## config.mk

```make
export PLATFORM = sky130hd
export DESIGN_NAME = te_mean_arbiter
export DESIGN_NICKNAME = d
export VERILOG_FILES = /design/src/rtl/te_pkg.sv /design/src/rtl/te_mean9.sv /design/src/rtl/te_mean_arbiter.sv
export SDC_FILE = /design/constraint.sdc
export NUM_CORES = 1
export LEC_CHECK = 0
export ABC_AREA = 1
export BUFFER_PORTS_ARGS = -buffer_cell sky130_fd_sc_hd__buf_2
export CORE_ASPECT_RATIO = 1.5
export CORE_UTILIZATION = 36
export DETAILED_ROUTE_END_ITERATION = 16
export PLACE_DENSITY = 0.72
export SLEW_MARGIN = 0
export SYNTH_ARGS = -nofsm -noshare
export SYNTH_HDL_FRONTEND = slang
export SYNTH_SLANG_ARGS = --single-unit
export TNS_END_PERCENT = 1
```

## constraint.sdc

```tcl
create_clock -name clk -period 12.5 [get_ports clk]
set_input_delay 0.625 -clock clk [delete_from_list [all_inputs] [get_ports clk]]
set_output_delay 0.625 -clock clk [all_outputs]
set_load 0.02 [all_outputs]
```

## src/rtl/te_pkg.sv

```systemverilog
// Shared constants and the round-robin search helper for the 3x3 mean-filter arbiter.
package te_pkg;

    localparam int unsigned MEAN_RECIP = 57;
    localparam int unsigned MEAN_SHIFT = 9;
    localparam int unsigned WIN_PIX    = 9;
    localparam int unsigned MAX_REQ    = 4;

    typedef logic [1:0] rr_idx_t;

    typedef struct packed {
        logic    found;
        rr_idx_t idx;
    } rr_pick_t;

    // First set bit of valid, searching ptr, ptr+1, ... modulo n (n <= MAX_REQ).
    function automatic rr_pick_t rr_first(input logic [MAX_REQ-1:0] valid,
                                          input rr_idx_t ptr,
                                          input int unsigned n);
        rr_pick_t    pick;
        int unsigned idx;
        pick = '0;
        for (int unsigned i = 0; i < MAX_REQ; i++) begin
            idx = (32'(ptr) + i) % n;
            if (i < n && !pick.found && valid[idx[1:0]]) begin
                pick.found = 1'b1;
                pick.idx   = idx[1:0];
            end
        end
        return pick;
    endfunction

endpackage

```

## src/rtl/te_mean9.sv

```systemverilog
// Combinational 3x3 mean: sum of nine 8-bit pixels times 57, truncated by 9 bits.
module te_mean9
    import te_pkg::*;
(
    input  logic [WIN_PIX-1:0][7:0] i_pix,
    output logic [7:0]              o_mean
);

    logic [11:0] w_sum;
    logic [16:0] w_prod;

    always_comb begin
        w_sum = '0;
        for (int unsigned k = 0; k < WIN_PIX; k++) begin
            w_sum = w_sum + 12'(i_pix[k]);
        end
    end

    assign w_prod = 17'(w_sum) * 17'(MEAN_RECIP);
    assign o_mean = w_prod[MEAN_SHIFT +: 8];

endmodule

```

## src/rtl/te_mean_arbiter.sv

```systemverilog
// Round-robin, burst-locking arbiter sharing one te_mean9 datapath among NUM_REQ
// window producers, with a single registered, ID-tagged output stage.
module te_mean_arbiter
    import te_pkg::*;
#(
    parameter int unsigned NUM_REQ   = 3,
    parameter int unsigned PIX_W     = 8,
    parameter int unsigned BURST_LEN = 4,
    parameter int unsigned ID_W      = 2
) (
    input  logic                           clk,
    input  logic                           rst,
    input  logic [NUM_REQ-1:0]             req_valid,
    output logic [NUM_REQ-1:0]             req_ready,
    input  logic [NUM_REQ*WIN_PIX*PIX_W-1:0] req_window,
    output logic                           out_valid,
    input  logic                           out_ready,
    output logic [PIX_W-1:0]               out_data,
    output logic [ID_W-1:0]                out_id
);

    localparam int unsigned WIN_W = WIN_PIX * PIX_W;

    logic [ID_W-1:0]  r_ptr;
    logic [ID_W-1:0]  r_owner;
    logic [3:0]       r_cnt;
    logic             r_lock;
    logic             r_out_valid;
    logic [PIX_W-1:0] r_out_data;
    logic [ID_W-1:0]  r_out_id;

    logic [MAX_REQ-1:0]             w_vpad;
    rr_pick_t                       w_rr;
    logic                           w_can_accept;
    logic                           w_owner_hold;
    logic [ID_W-1:0]                w_grant;
    logic                           w_fire;
    logic [3:0]                     w_cnt_next;
    logic                           w_burst_done;
    logic [WIN_PIX-1:0][7:0]        w_win_sel;
    logic [7:0]                     w_mean;

    function automatic logic [ID_W-1:0] next_idx(input logic [ID_W-1:0] g);
        return (32'(g) == NUM_REQ - 1) ? '0 : g + 1'b1;
    endfunction

    always_comb begin
        w_vpad = '0;
        w_vpad[NUM_REQ-1:0] = req_valid;
    end

    assign w_rr         = rr_first(w_vpad, rr_idx_t'(r_ptr), NUM_REQ);
    assign w_can_accept = !r_out_valid || out_ready;
    assign w_owner_hold = r_lock && req_valid[r_owner] && (r_cnt < 4'(BURST_LEN));
    assign w_grant      = w_owner_hold ? r_owner : ID_W'(w_rr.idx);
    // Any valid requester guarantees the grant points at a valid one.
    assign w_fire       = w_can_accept && (|req_valid) && !rst;
    assign w_cnt_next   = (r_lock && w_grant == r_owner) ? r_cnt + 4'd1 : 4'd1;
    assign w_burst_done = (w_cnt_next == 4'(BURST_LEN));

    always_comb begin
        req_ready = '0;
        if (w_fire) begin
            req_ready[w_grant] = 1'b1;
        end
    end

    assign w_win_sel = req_window[w_grant*WIN_W +: WIN_W];

    te_mean9 u_mean9 (
        .i_pix  (w_win_sel),
        .o_mean (w_mean)
    );

    always_ff @(posedge clk) begin
        if (rst) begin
            r_ptr       <= '0;
            r_owner     <= '0;
            r_cnt       <= '0;
            r_lock      <= 1'b0;
            r_out_valid <= 1'b0;
            r_out_data  <= '0;
            r_out_id    <= '0;
        end else if (w_can_accept) begin
            // Release first; an accept on the same edge overrides lock/ptr.
            if (r_lock && !req_valid[r_owner]) begin
                r_lock <= 1'b0;
                r_ptr  <= next_idx(r_owner);
            end
            if (w_fire) begin
                r_owner     <= w_grant;
                r_cnt       <= w_cnt_next;
                r_out_valid <= 1'b1;
                r_out_data  <= PIX_W'(w_mean);
                r_out_id    <= w_grant;
                if (w_burst_done) begin
                    r_lock <= 1'b0;
                    r_ptr  <= next_idx(w_grant);
                end else begin
                    r_lock <= 1'b1;
                end
            end else begin
                r_out_valid <= 1'b0;
            end
        end
    end

    assign out_valid = r_out_valid;
    assign out_data  = r_out_data;
    assign out_id    = r_out_id;

endmodule

```

Yosys cells after proc, flatten, opt, wreduce, memory -nomap -nowiden
Cells that the tools add are included.
W data, S select, Z words.
Storage, ports and cells
  bits in registers: 18
Cells by class
  add/sub/neg operators: 13
  $mul: 2
  divide/modulo/power cells: 3
  magnitude comparators: 7
  eq/ne operators: 4
  shift-type cells: 1
  mux-type cells: 25
  reductions and logical operators: 19
Operators with widths (count)
  $shiftx A216 B10 Y72: 1
  $add A12 B8 Y12: 7
  $mod A32 B2 Y32 const B: 2
  $mod A2 B2 Y32 const B: 1
  $mul A12 B6 Y17 const B: 1
  $lt A2 B3 Y1 const B: 5
  $mux W2: 7
  $add A8 B8 Y9: 1
  $logic_and A1 B1 Y1: 9
  $mux W1: 9
  $mux W3: 3
  $bmux W1 S2: 4
  $mul A2 B4 Y6 const B: 1
  $logic_not A1 Y1: 5
  $add A2 B1 Y2 const B: 2
  $add A4 B1 Y4 const B: 1
  $eq A2 B2 Y1 const B: 2
  $eq A4 B3 Y1 const B: 1
  $lt A4 B3 Y1 const B: 1
  $mux W4: 1
  $reduce_and A2 Y1: 2
  $add A2 B1 Y3 const B: 1
  $add A2 B2 Y3 const B: 1
  $reduce_or A3 Y1: 1
  5 further kinds: 5

Depth between registers and ports, before layout
Gate-level depths: netlist of run 1.
  word-level depth: 22
  gate-level depth with buffers: 57
  gate-level depth less buffers: 56

Hierarchy
From an unflattened synthesis of run 1, not the netlist that was laid out.
Second synthesis, totals
  cells, all modules: 894
  area total of the unflattened synthesis: 5750.5 um^2
By module, submodules not included
  te_mean9: times used 1, cells each 400, area an instance 3159.3 um^2
  te_mean_arbiter: times used 1, cells each 494, area an instance 2591.2 um^2

Worst setup path before layout of run 1
No wires, ideal clock.
  path kind: reg-to-reg
  from: register r_ptr[0]
  to: register r_out_data[6], in the netlist out_data[6]
  setup time: 0.114 ns
  arrival: 9.191 ns
  data required time: 12.386 ns
  path slack: 3.195 ns
  stages on the path, launching flop included: 53
  period minus slack after synthesis: 9.305 ns
  cells stage by stage: dfxtp_1 inv_1 ha_1 inv_2 nand2_1 nand3_1 nand2_1 nor2_1 a21oi_2 nand2_2 nand2_4 inv_2 buf_4 buf_2 nand2_1 a21oi_1 ha_1 inv_1 [... 17 more ...] nor2_1 xor2_1 inv_1 fa_1 inv_1 ha_1 xor2_1 ha_1 ha_1 nand2_1 o221ai_1 a21oi_1 nor2_1 nor2_1 o21bai_1 or2_2 nand3_1 nand2_1
On the way
  longest elaborated chain between the ends: 22
RTL lines
  from (decl): RTL line te_mean_arbiter.sv:24  | logic [ID_W-1:0] r_ptr;
  from (signal assigned): RTL line te_mean_arbiter.sv:88  | r_ptr <= next_idx(r_owner);
  from (signal assigned): RTL line te_mean_arbiter.sv:98  | r_ptr <= next_idx(w_grant);
  branches (longest 9 deep; another with $mod A32 B2 Y32)
  $mux W2 (*): RTL line te_pkg.sv:25  | if (i < n && !pick.found && valid[idx[1:0]]) begin
  $mux W2 (*): RTL line te_mean_arbiter.sv:55  | assign w_grant = w_owner_hold ? r_owner : ID_W'(w_rr.idx);
  $mul A2 B4 Y6 (*): RTL line te_mean_arbiter.sv:68  | assign w_win_sel = req_window[w_grant*WIN_W +: WIN_W];
  $shiftx A216 B10 Y72 (*): RTL line te_mean_arbiter.sv:68
  $add A8 B8 Y9: RTL line te_mean9.sv:15  | w_sum = w_sum + 12'(i_pix[k]);
  $add A12 B8 Y12 (6 in a row): RTL line te_mean9.sv:15
  $add A12 B8 Y12 (*): RTL line te_mean9.sv:15
  $mul A12 B6 Y17 (*): RTL line te_mean9.sv:19  | assign w_prod = 17'(w_sum) * 17'(MEAN_RECIP);
  to (signal assigned): RTL line te_mean_arbiter.sv:94  | r_out_data <= PIX_W'(w_mean);
  to (decl): RTL line te_mean_arbiter.sv:29  | logic [PIX_W-1:0] r_out_data;
Mark *: on every way between the ends. The select of a mux whose other input is x is not followed.
A chain may end at the register's enable or synchronous reset.

Final worst setup path of run 1
Same ends and word-level chain as after synthesis.

==> results of run 1 <==
## final cells by class
cell class                 count  area share, %
inverter                     134           7.35
timing repair buffer         236           17.1
antenna                        5          0.181
multi-input combinational    613           65.2
sequential                    18           5.21
clock buffer                   4           1.29
tap                          199           3.60
## layout by cell type, fill, tap and decap left out, types with 5 or more instances in the layout
cell type / count
nand3_1: 35
o22ai_1: 6
a22oi_2: 10
nor2_1: 69
o221ai_1: 10
o21bai_1: 5
xnor2_1: 6
o21ai_0: 29
fa_1: 58
o21ai_1: 15
nand2_1: 171
ha_1: 60
diode_2: 5
inv_2: 5
dfxtp_1: 18
a21oi_1: 67
inv_1: 127
a21o_1: 7
xor2_1: 16
a22oi_1: 6
buf_2: 235
## routing by layer
metal  vias up  global-route usage [%]
met5         -                       0
met4         6                    7.71
met3        34                    5.78
met2       198                    43.2
met1      2664                    22.1
li1       2992                       -
## critical path: cells and delay by family, from the launching register on
kind            cells  cell delay [ns]
compound gates     10             1.58
xor+xnor            2             0.41
fa+ha+maj          11             4.68
buf+inv            10             1.19
flops               1             0.40
simple gates       18             2.76
## Yosys cell counts, drive strengths merged (2+ instances only)
library cell | number | area share (%)
a22o | 3 | 0.47
o21ai | 46 | 4.3
nand3b | 2 | 0.27
inv | 134 | 9.1
clkbuf | 7 | 0.47
xnor2 | 6 | 0.95
a21o | 7 | 0.95
a22oi | 16 | 3.1
nand3 | 37 | 3.5
or2 | 2 | 0.23
nor2 | 72 | 5.1
nor3 | 3 | 0.27
a31oi | 2 | 0.23
buf | 24 | 2.8
xor2 | 19 | 3.6
a21oi | 69 | 6.3
nand2 | 176 | 12
fa | 58 | 21
o22ai | 6 | 0.68
o21bai | 6 | 0.88
dfxtp | 18 | 6.5
nand4 | 3 | 0.34
o21a | 2 | 0.27
o221ai | 10 | 1.6
ha | 60 | 14
a211oi | 6 | 1.1
## sequential cells by signal, summed over array words and instances, names as in the netlist
signal	cells
r_ptr	2
out_id	2
out_valid	1
r_cnt	4
out_data	8
r_lock	1
## through the flow
step | instance area (sq um) | hold WS, ns
after global placement | 6810 | 0.453
after global routing | 6900 | 0.504
after detailed placement | 6810 | 0.457
after CTS | 6900 | 0.466
after floorplan | 5560 | 0.445
final | 6910 | 0.465
## cell families after synthesis
group | count (synthesis) | synth area share, %
flip-flops | 18 | 6.48
AO/OA/AOI/OAI | 175 | 20.2
AND/OR/NAND/NOR | 295 | 22.0
buffers and inverters | 165 | 12.4
adder cells (fa/ha/maj) | 118 | 34.4
XOR/XNOR | 25 | 4.55
## how the worst min path moves through the flow
| stage | start | end | slack (ns) |
|---|---|---|---|
| 6_report | out_data[4]$_SDFFE_PP0P_ | out_data[4]$_SDFFE_PP0P_ | 0.47 |
| 5_1_grt | r_cnt[3]$_SDFFE_PP0P_ | r_cnt[3]$_SDFFE_PP0P_ | 0.50 |
| 3_3_place_gp | r_cnt[3]$_SDFFE_PP0P_ | r_cnt[3]$_SDFFE_PP0P_ | 0.45 |
| 4_1_cts | r_cnt[3]$_SDFFE_PP0P_ | r_cnt[3]$_SDFFE_PP0P_ | 0.47 |
| 3_5_place_dp | r_cnt[3]$_SDFFE_PP0P_ | r_cnt[3]$_SDFFE_PP0P_ | 0.46 |
| 2_1_floorplan | r_cnt[3]$_SDFFE_PP0P_ | r_cnt[3]$_SDFFE_PP0P_ | 0.45 |
==> metrics.txt, run 1 <==
Detailed Place HPWL 15600 um; Area Overhead vs Synth 24.4%; Period Utilization, post-route 89.7%; routed vias 5894; sort of element at the start of the critical path flop; setup repair after global routing missed its margin false; Post-layout nets 1346; Sink Count 18; final worst clock skew 0.00465 ns; Vias/cell 4.88; endpoint class of the critical path flop; Hold Buf Count CTS 0; clock-pin slew on the worst setup and hold paths 0.05 ns; startpoint of the worst-slack reg-to-reg timing path r_ptr[0]$_SDFFE_PP0N_; IO buf count 235; gpl congestion 0.906; Die ar. 15900 sq um; average cell area after synthesis 6.98 sq um; Final WS setup 1.28 ns; delay of the slowest cell on the worst path 0.60 ns; part of the Yosys area used for sequential elements 6.48%; post-route setup TNS 0 ns; total congestion overflow 0; DRC 0; max-cap viol count 0; post-CTS setup buffers 0; result of the run finished, final reports clean; first-pass iteration count of the detailed router 6; area occupied by multi-input gates 4510 sq um; endpoints failing setup 0; maximum number of buffers from clock root to sink 2; post-synth design cell area 5560 sq um; Die W 103 um; Critical path origin r_ptr[0]$_SDFFE_PP0N_; Clk Tree Root Cell clkbuf_16; Layout fillers 1603; starting density of the core 36.9%; amount of wire on met3 after detailed routing 1380 um; required time of the critical path 12.64 ns; clock latency reported for the late side of the worst-skew pair 0.25 ns; worst min path class flop to flop; initial antenna violation count 8; final hold viol count 0; count of flip-flops with a built-in enable after synthesis 0; critical path data arrival time 11.36 ns; uppermost signal routing layer after detailed routing met5; number of distinct library cells after synthesis 45; wire per inst 15.0 um; vias in the first global route 5861; r2r setup slk 1.28 ns; final worst path period need 11.22 ns; iteration-0 DRC count of the detailed router 186; Max H-tree Level 1; proportion of synthesized flip-flops having asynchronous set or reset 0%; number of cells traversed by the worst hold path 2; drt total wl 18100 um; Max stage delay cell, worst path nor2_4; register bit total from synthesis 18; max-slew violations 0; number of standard cells after synthesis 796; most used flip-flop cell after synthesis dfxtp_1; first-pass GRT wire length 27400 um; Mapped Nets 1136; slew margin rel. 51.9%; post-CTS resize count 0; Ys Warns 0; Placeable Area 15100 sq um; Worst Tran Pin Value 0.720 ns; area of all sequential standard cells 360 sq um; number of ports placed on the die boundary 236; M1 wire length 6580 um; Placed Cells 1200; largest fanout of any net on the critical path 57; number of cells on the worst reg-to-reg path 51; row count 55; WL met2 9480 um; global-route total usage across every layer 22.4%; critical path type flop to flop; FF-to-FF End out_data[6]$_SDFFE_PP0P_; post-placement worst setup slack 1.44 ns; die boundary height 154 um; achievable clock frequency 89.2 MHz; TritonCTS clock tree done; remaining antenna violation count 0; final cell count without fillers 1209; cts bufs inserted 3; crit path to out_data[6]$_SDFFE_PP0P_; share of layout cells above drive strength 1 28.0%; pin count of the biggest net entering global routing 58; share of the core filled with cells 45.9%
Power of run 1 is left out: the tool's default activity adds up to more than one toggle a clock period on the data nets, which glitch-free logic cannot reach.
==> inputs of run 2 (changes only) <==
BUFFER_PORTS_ARGS = unset   (was -buffer_cell sky130_fd_sc_hd__buf_2)
CORE_ASPECT_RATIO = unset   (was 1.5)
CORE_MARGIN = 5   (was unset)
DONT_BUFFER_PORTS = 1   (was unset)
PLACE_DENSITY = 0.59   (was 0.72)
==> metrics.txt, run 2 (same netlist as run 1, synthesis figures left out) <==
result of the run finished, final reports clean; endpoint class of the critical path flop; most frequent cells in the layout nand2_1 (171), inv_1 (127), nor2_1 (69); most frequent standard cell in the layout excluding fill and tap cells nand2_1; first-pass iteration count of the detailed router 5; cts bufs inserted 3; number of cells traversed by the worst hold path 1; row count 45; clock-pin slew on the worst setup and hold paths 0.05 ns; largest fanout of any net on the critical path 57; Die W 134 um; iteration-0 DRC count of the detailed router 223; maximum number of buffers from clock root to sink 2; Post-layout nets 1113; remaining antenna violation count 0; max reg flops 8; Cell Area, Placed 5640 sq um; final worst clock skew 0.00237 ns; max-slew violations 0; clock latency reported for the late side of the worst-skew pair 0.24 ns; post-CTS resize count 0; post-placement worst setup slack 1.76 ns; slew margin rel. 60.9%; met3 track utilization from global routing 3.83%; area occupied by multi-input gates 4510 sq um; endpoints failing setup 0; TritonCTS clock tree done; Worst Tran Pin Value 0.586 ns; met2 track demand over resource 30.4%; pin count of the biggest net entering global routing 58; total congestion overflow 0; wire per inst 17.3 um; initial antenna violation count 0; delay of the slowest cell on the worst path 0.55 ns; critical path data arrival time 10.84 ns; Max stage delay cell, worst path fa_1; depth of the critical timing path with buffers and inverters included 52; Layout fillers 1665; worst min path class input pin to flop; Clk Tree Root Cell clkbuf_16; die boundary height 134 um; Vias/cell 5.24; max-cap viol count 0; number of ports placed on the die boundary 236; setup repair after global routing missed its margin false; sort of element at the start of the critical path flop; dominant delay contributor by cell family on the critical path adder cells; routed vias 5030; final design instance area without fill 5710 sq um; share of layout cells above drive strength 1 6.10%; Period Utilization, post-route 85.6%; post-route setup TNS 0 ns; final worst path period need 10.70 ns; IO buf count 0; Final WS setup 1.80 ns; number of cells on the worst reg-to-reg path 52; most heavily used metal layer in global routing met2; first-pass GRT wire length 25300 um; tightest hold margin 0.443 ns; area of all sequential standard cells 360 sq um; Max H-tree Level 1; required time of the critical path 12.64 ns; Placeable Area 15100 sq um; Hold Buf Count CTS 0; Area Overhead vs Synth 2.79%; Sink Count 18; DRC 0; achievable clock frequency 93.5 MHz; Detailed Place HPWL 14500 um; drt total wl 16600 um; global-route total usage across every layer 17.4%; critical path type flop to flop; gpl congestion 0.856; vias in the first global route 4899; GRT met1 Usage 22.1%; final hold viol count 0; buffer and inverter count on the worst path 11; Die ar. 18000 sq um; Critical Path Most Common Cell inv_1; starting density of the core 36.7%; post-CTS setup buffers 0
[run 2: routing by layer]
metal	vias to the layer above	share of wire [%]
met2	182	49
met3	16	7.0
met4	0	1.7
met1	2314	42
li1	2518	-
met5	-	0
[run 2: through the flow]
step	util, %	std cells
2_1_floorplan	-	796
3_3_place_gp	37.2	956
3_5_place_dp	37.2	956
4_1_cts	37.7	959
5_1_grt	37.7	959
6_report	37.7	960
[run 2: worst paths after layout]
kind	end	slack [ns]	start
setup / recovery	out_data[6]$_SDFFE_PP0P_	1.80	r_ptr[0]$_SDFFE_PP0N_
hold / removal	r_cnt[1]$_SDFFE_PP0P_	0.44	rst
setup reg to reg	out_data[6]$_SDFFE_PP0P_	1.80	r_ptr[0]$_SDFFE_PP0N_
hold reg to reg	r_cnt[3]$_SDFFE_PP0P_	0.46	r_cnt[3]$_SDFFE_PP0P_
[run 2: layout make-up]
| cell class | count | share of cell area (%) |
|---|---|---|
| clock buffers | 3 | 1.31 |
| multi-input cells | 613 | 78.9 |
| well taps | 188 | 4.12 |
| repair buffers | 3 | 0.394 |
| flip-flops and latches | 18 | 6.31 |
| inverters | 134 | 8.89 |
| diodes | 1 | 0.0438 |
[run 2: worst reg2reg max path: cells and delay by family, from the launching register on]
| family | cells | cell delay [ns] |
|---|---|---|
| fa+ha+maj | 12 | 4.85 |
| simple gates | 19 | 2.19 |
| buf+inv | 11 | 1.39 |
| compound gates | 8 | 1.27 |
| xor+xnor | 2 | 0.44 |
| flops | 1 | 0.40 |
Power of run 2 is left out for the same reason.
